--- src/rtl/conbox_cfg_loader.sv ---
// rtl/conbox_cfg_loader.sv - Serialises packed config words into the dual-bank conbox shift chains
//
// Each accepted word carries HALF bits for chain A (low half) and HALF bits
// for chain B (high half). Both halves are shifted out LSB first, in lockstep,
// one bit per cycle while cfg_en is high. A load stops after exactly
// CHAIN_LEN shifts. Any tail bits left in the last word are dropped.
//
// Ports:
//   clk, nrst              clock, asynchronous active-low reset
//   start                  pulse: begin a load (honoured in IDLE or DONE only)
//   abort                  pulse: cancel the load and return to IDLE
//   in_valid/in_ready      word handshake (in_ready high only in FETCH)
//   in_data[WORD_W-1:0]    [HALF-1:0] -> chain A, [WORD_W-1:HALF] -> chain B
//   cfg_en                 shift enable shared by both chains
//   cfg_data_a/cfg_data_b  serial bit into chain A / chain B
//   busy                   high in FETCH or SHIFT
//   done                   high in DONE, held until the next start or abort
//   bit_count              shifts completed in the current load

module conbox_cfg_loader #(
    parameter int WORD_W    = 32,
    parameter int CHAIN_LEN = 120
) (
    input  logic                           clk,
    input  logic                           nrst,
    input  logic                           start,
    input  logic                           abort,
    input  logic                           in_valid,
    input  logic [WORD_W-1:0]              in_data,
    output logic                           in_ready,
    output logic                           cfg_en,
    output logic                           cfg_data_a,
    output logic                           cfg_data_b,
    output logic                           busy,
    output logic                           done,
    output logic [$clog2(CHAIN_LEN+1)-1:0] bit_count
);

    localparam int HALF  = WORD_W / 2;
    localparam int CNT_W = $clog2(CHAIN_LEN + 1);
    // A one-bit sub-counter is still needed when HALF is 1 ($clog2(1) is 0).
    localparam int SUB_W = (HALF > 1) ? $clog2(HALF) : 1;

    localparam logic [CNT_W-1:0] LAST_BIT = CNT_W'(CHAIN_LEN - 1);
    localparam logic [SUB_W-1:0] LAST_SUB = SUB_W'(HALF - 1);

    typedef enum logic [1:0] {
        IDLE  = 2'd0,
        FETCH = 2'd1,
        SHIFT = 2'd2,
        DONE  = 2'd3
    } state_t;

    state_t            state;
    logic [HALF-1:0]   buf_a;
    logic [HALF-1:0]   buf_b;
    logic [SUB_W-1:0]  sub;

    always_ff @(posedge clk or negedge nrst) begin
        if (!nrst) begin
            state     <= IDLE;
            buf_a     <= '0;
            buf_b     <= '0;
            sub       <= '0;
            bit_count <= '0;
        end else if (abort) begin
            // Any word in flight is dropped. The chains keep whatever was
            // already shifted in, so the host must do a full reload.
            state     <= IDLE;
            sub       <= '0;
            bit_count <= '0;
        end else begin
            case (state)
                IDLE: begin
                    if (start) begin
                        state     <= FETCH;
                        bit_count <= '0;
                    end
                end
                FETCH: begin
                    // in_ready is high for the whole of FETCH, so in_valid
                    // alone completes the handshake. Stalls of any length are
                    // legal; the chains simply hold.
                    if (in_valid) begin
                        buf_a <= in_data[HALF-1:0];
                        buf_b <= in_data[WORD_W-1:HALF];
                        sub   <= '0;
                        state <= SHIFT;
                    end
                end
                SHIFT: begin
                    buf_a     <= buf_a >> 1;
                    buf_b     <= buf_b >> 1;
                    sub       <= sub + SUB_W'(1);
                    bit_count <= bit_count + CNT_W'(1);
                    // The chain-length limit takes precedence over the word
                    // boundary, so unused tail bits of the last word are
                    // never shifted.
                    if (bit_count == LAST_BIT) begin
                        state <= DONE;
                    end else if (sub == LAST_SUB) begin
                        state <= FETCH;
                    end
                end
                DONE: begin
                    if (start) begin
                        state     <= FETCH;
                        bit_count <= '0;
                    end
                end
                default: state <= IDLE;
            endcase
        end
    end

    // Outputs decode straight from the state register, so an asynchronous
    // reset drops cfg_en without waiting for a clock edge.
    assign in_ready   = (state == FETCH);
    assign cfg_en     = (state == SHIFT);
    assign cfg_data_a = (state == SHIFT) & buf_a[0];
    assign cfg_data_b = (state == SHIFT) & buf_b[0];
    assign busy       = (state == FETCH) || (state == SHIFT);
    assign done       = (state == DONE);

endmodule
--- config.mk ---
export PLATFORM = sky130hd
export DESIGN_NAME = conbox_cfg_loader
export DESIGN_NICKNAME = d
export VERILOG_FILES = /design/src/rtl/conbox_cfg_loader.sv
export SDC_FILE = /design/constraint.sdc
export NUM_CORES = 1
export LEC_CHECK = 0
export ABC_AREA = 1
export ABC_CLOCK_PERIOD_IN_PS = 3000
export BUFFER_PORTS_ARGS = -buffer_cell sky130_fd_sc_hd__buf_2
export CAP_MARGIN = 40
export CORE_MARGIN = 4
export CORE_UTILIZATION = 55
export DETAILED_ROUTE_END_ITERATION = 12
export PLACE_DENSITY = 0.78
export SYNTH_ARGS = -nofsm -noshare
export SYNTH_HDL_FRONTEND = slang
export SYNTH_SLANG_ARGS = --single-unit
--- constraint.sdc ---
create_clock -name clk -period 3 [get_ports clk]
set_clock_uncertainty 0.2 [all_clocks]
set_input_delay 0.3 -clock clk [delete_from_list [all_inputs] [get_ports clk]]
set_output_delay 0.3 -clock clk [all_outputs]
set_load 0.005 [all_outputs]
### Yosys cells after proc, flatten, opt, wreduce, memory -nomap -nowiden

Index checks and enable logic that the tools add are counted.

| cells by class | value |
|---|---|
| add/subtract/negate cells | 2 |
| multiply operators | 0 |
| div/mod/pow operators | 0 |
| magnitude comparators | 0 |
| eq/ne operators | 9 |
| shifts and indexed selects | 0 |
| multiplexer cells | 16 |
| bitwise gates (word level) | 3 |
| reductions and logical operators | 10 |

Operator list:

| operator | count |
|---|---|
| $pmux W16 S2 | 2 |
| $mux W16 | 2 |
| $mux W7 | 2 |
| $pmux W7 S2 | 1 |
| $mux W2 | 5 |
| $mux W4 | 2 |
| $pmux W4 S2 | 1 |
| $add A7 B1 Y7 const B | 1 |
| $eq A7 B7 Y1 const B | 1 |
| $pmux W2 S3 | 1 |
| $reduce_and A3 Y1 | 2 |
| $reduce_bool A3 Y1 | 2 |
| $add A4 B1 Y4 const B | 1 |
| $eq A2 B2 Y1 const B | 2 |
| $eq A4 B4 Y1 const B | 1 |
| $ne A4 B2 Y1 const B | 1 |
| $reduce_and A2 Y1 | 2 |
| $ne A3 B1 Y1 const B | 1 |
| $ne A3 B3 Y1 const B | 1 |
| $and A1 B1 Y1 | 2 |
| $eq A2 B1 Y1 const B | 1 |
| $logic_not A2 Y1 | 1 |
| $ne A2 B2 Y1 const B | 1 |
| $reduce_bool A2 Y1 | 1 |
| other kinds (3) | 3 |

| word-level totals | value |
|---|---|
| flip-flop bits (word level) | 45 |
| bits in latches | 0 |
| bits in writable memories | 0 |
| memory bits (read-only) | 0 |
| input port bits | 37 |
| output and inout bits | 13 |
| logic and storage cells | 45 |
| memories kept | 0 |

### Logic depth before layout (Yosys ltp)

| depth | value |
|---|---|
| depth after elaboration | 5 |
| depth in mapped cells | 11 |
| depth with buffers taken out | 10 |

### Worst setup path before layout

OpenSTA, ideal clock, no wires.

| timing | value |
|---|---|
| path kind | reg2reg |
| start | reg state[0] |
| end | reg bit_count[4] |
| library setup time | 0.125 ns |
| arrival | 1.399 ns |
| data required time | 2.675 ns |
| path slack | 1.276 ns |
| cell stages (with the launch flop) | 9 |
| path buffers | 0 |
| clock period less this slack | 1.724 ns |
| cells stage by stage | dfrtp_1 inv_1 ha_1 nor2_1 nand2_1 nand2_1 nor2_2 xor2_1 nor2_1 |

| between the ends | value |
|---|---|
| longest elaborated chain between the ends | 4 |
| elaborated cells on any way between the ends | 9 |
| classes of those cells | 3 x eq/ne; 2 x mux; 4 x reduce/logical |

RTL lines:

| element | RTL line | source |
|---|---|---|
| start, declared | 54 | `state_t state;` |
| start signal, assigned | 61 | `state <= IDLE;` |
| start signal, assigned | 69 | `state <= IDLE;` |
| start signal, assigned | 76 | `state <= FETCH;` |
| $eq A2 B2 Y1 or $logic_not A2 Y1 (tied branches) | 73 | `case (state)` |
| $reduce_or A2 Y1 (no line) | - |  |
| $pmux W7 S2, or another cell as far along | 73 |  |
| $mux W7 or $reduce_and A2 Y1 (tied branches) | - |  |
| end signal, assigned | 95 | `bit_count <= bit_count + CNT_W'(1);` |
| end, declared | 36 | `output logic [$clog2(CHAIN_LEN+1)-1:0] bit_count` |

Parallel ways exist; a longest one is shown, timed or not.
A chain may end at the register's enable or synchronous reset.

### Final worst setup path

| timing | value |
|---|---|
| start | reg state[0] |
| end | reg bit_count[5] |

The elaborated chain is that of the path after synthesis.

==> impl_metrics.yaml <==
outcome:
  status: "finished clean"
floorplanning:
  coreArea_um2: 3771
  num_io_pins: 50
  rows: 22
  start_util: 0.5876
  floorplan.die_area_um2: 5109
  die-height_um: 71.48
  die-width_um: 71.48
yosys:
  netlist.area_leader.share: 0.5082
  synth_warnings: 0
  netlist_area_um2: 2216
  synth_area_leader_cell: "dfrtp_1"
  synthDistinctLibCells: 21
  seq_area_frac_synth: 0.5082
  ys_ff_latch: 45
  syn_avg_cell_area_um2: 7.858
  netlist_instances: 282
  synth.net_count: 324
  synth_area_leaders: "dfrtp_1 51%, nand2_1 15%, a31oi_1 8.5%, nor2_1 7.1%, inv_1 4.2%"
sta:
  rsz0062_at_grt: "no"
  final-setup-viol-count: 0
  min_period_ps: 2095
  hold_ws_ps: 42.59
  finalHoldViolations: 0
  slew_violations: 0
  period_share: 0.6984
  tightest_slew_ps: 572.2
  max_freq_mhz: 477.3
  tns_ps: 0
  slew_headroom: 0.6180
drt:
  viasPerCell: 5.146
  dr_total_vias: 1945
  m1WireLength_mm: 2.013
  dr_wl_met2_mm: 2.176
  drt_iter0_drc: 117
  drt_first_pass_iters: 4
  ant_nets: 0
  top_layer_used: "met4"
  route.detailed.drc: 0
  wl_met3_um: 238
  drt_wl_total_mm: 4.473
  wl_per_cell_um: 11.83
placed_design:
  place_congestion: 0.8116
  dp_hpwl_mm: 3.203
  placed_cell_area_um2: 2491
  io_buffer_count: 49
  dp_cells: 369
worst_setup_path:
  worstSetupStartpointType: "register"
  required_ps: 3010
  cp_max_fo: 34
  critPathKind: "reg -> reg"
  critPathArrivalTime_ps: 2110
  end_kind: "register"
cells_and_area:
  fillers: 339
  final_layout_size_suffix_gt1_frac: 0.1848
  syn_to_final_growth_pct: 16.49
  stdcell_area_um2: 2581
  final_cell_mix: "87 x nand2_1, 49 x buf_2, 45 x dfrtp_1"
  nets: 371
  antenna_cells: 0
  stdcell_count: 378
  layout_commonest_cell: "nand2_1"
global_routing:
  grt_pass1_vias: 1779
  overflow: 0
  grt_max_degree: 65
  antenna_found_initial: 0
  grt_pass1_wl_mm: 7.590
  grtUsageTotal: 0.1840
run:
  drv_cap: 0
clock_network:
  clk-insertion-delay-late_ps: 290
  cts_tree: "built"
  clk_pin_slew_ps: 80
  clock_path_buffers: 2
  numCtsBuffers: 5
  postCtsSetupRepairBufs: 0
  htreeDepth: 2
  clock-sinks: 45
  cts_root_buffer: "clkbuf_8"
min_path:
  hp-class: "in -> reg"
pwr:
  ir_worst_vdd_v: 0.0005416
  powerDensity_nw_per_um2: 828.2
  p_leak_nw: 1.295
==> layout make-up <==
type	instances	area [µm²]	area share
Sequential cell	45	1126	0.4363
Tap cell	48	60.06	0.02327
Clock buffer	8	80.08	0.03102
Inverter	27	101.3	0.03926
Timing Repair Buffer	53	290.3	0.1125
Multi-Input combinational cell	197	923.4	0.3577
==> worst max-delay path: stages (launching register included) <==
cell and delay (ps):
dfrtp_1 420, inv_1 60, ha_1 220, inv_2 430, nand2_1 140, nand2_1 170
inv_1 110, nand4_1 80, nand2_1 50, nor2_1 130
==> state kept, by name (all words and copies together), names as in the netlist <==
signal / count
buf_a: 16
sub: 4
state: 2
bit_count: 7
buf_b: 16
==> stage by stage <==
stage               setup WS (ps)    util  power [W]
finish                      904.9  0.6845   0.002138
global route                727.5  0.6845   0.002333
CTS                         887.5  0.6845   0.002159
detailed placement          912.6  0.6606   0.001805
global placement             1008  0.6553   0.001765
floorplan                    1276       -   0.001606
==> routing by layer <==
| metal | vias up | GRT usage |
|---|---|---|
| met4 | 0 | 0.03967 |
| met5 | - | 0 |
| met1 | 895 | 0.2375 |
| met3 | 6 | 0.05049 |
| li1 | 1003 | - |
| met2 | 41 | 0.3102 |
==> report_power, final <==
part           switching, W  internal, W  total, W
clock              0.000189     0.000166  0.000355
sequential         0.000130     0.000845  0.000975
combinational      0.000506     0.000302  0.000808
==> final timing paths <==
kind,from,slack [ps],endpoint,cells past startpoint
max reg2reg,state[0],900,bit_count[5],9
max in group asynchronous,nrst,1850,buf_b[1],3
max,state[0],900,bit_count[5],9
min,in_data[15],40,buf_a[15],3
min in group asynchronous,nrst,260,bit_count[4],2
min reg2reg,sub[0],330,sub[0],1
==> cell families (layout without fill, tap and decap cells) <==
| group | count (synthesis) | in the layout | synth area share |
|---|---|---|---|
| buffers and inverters | 40 | 88 | 0.07510 |
| adders and majority gates | 5 | 5 | 0.02823 |
| DFF | 45 | 45 | 0.5082 |
| xor gates and xnor gates | 1 | 1 | 0.003953 |
| and+or+nand+nor | 144 | 144 | 0.2592 |
| AOI/OAI and AO/OA | 47 | 47 | 0.1254 |
==> cells in the mapped netlist <==
library cell	number
nand4_1	2
nor2_1	42
xor2_1	1
nand2_1	87
nor3_4	1
a22o_1	1
o21ai_0	11
a21oi_1	4
buf_4	3
buf_2	4
inv_1	25
o22ai_1	1
inv_2	2
dfrtp_1	45
ha_1	5
clkbuf_1	5
buf_1	1
nor3_1	1
nand3_1	10
nor2_2	1
a31oi_1	30
==> timing repair <==
action                    in CTS  in global routing
hold buffers                   1                  0
resized for setup              0                  0
hold endpoints to repair      15                  0
Note: power is estimated with default switching activity, not from simulation.
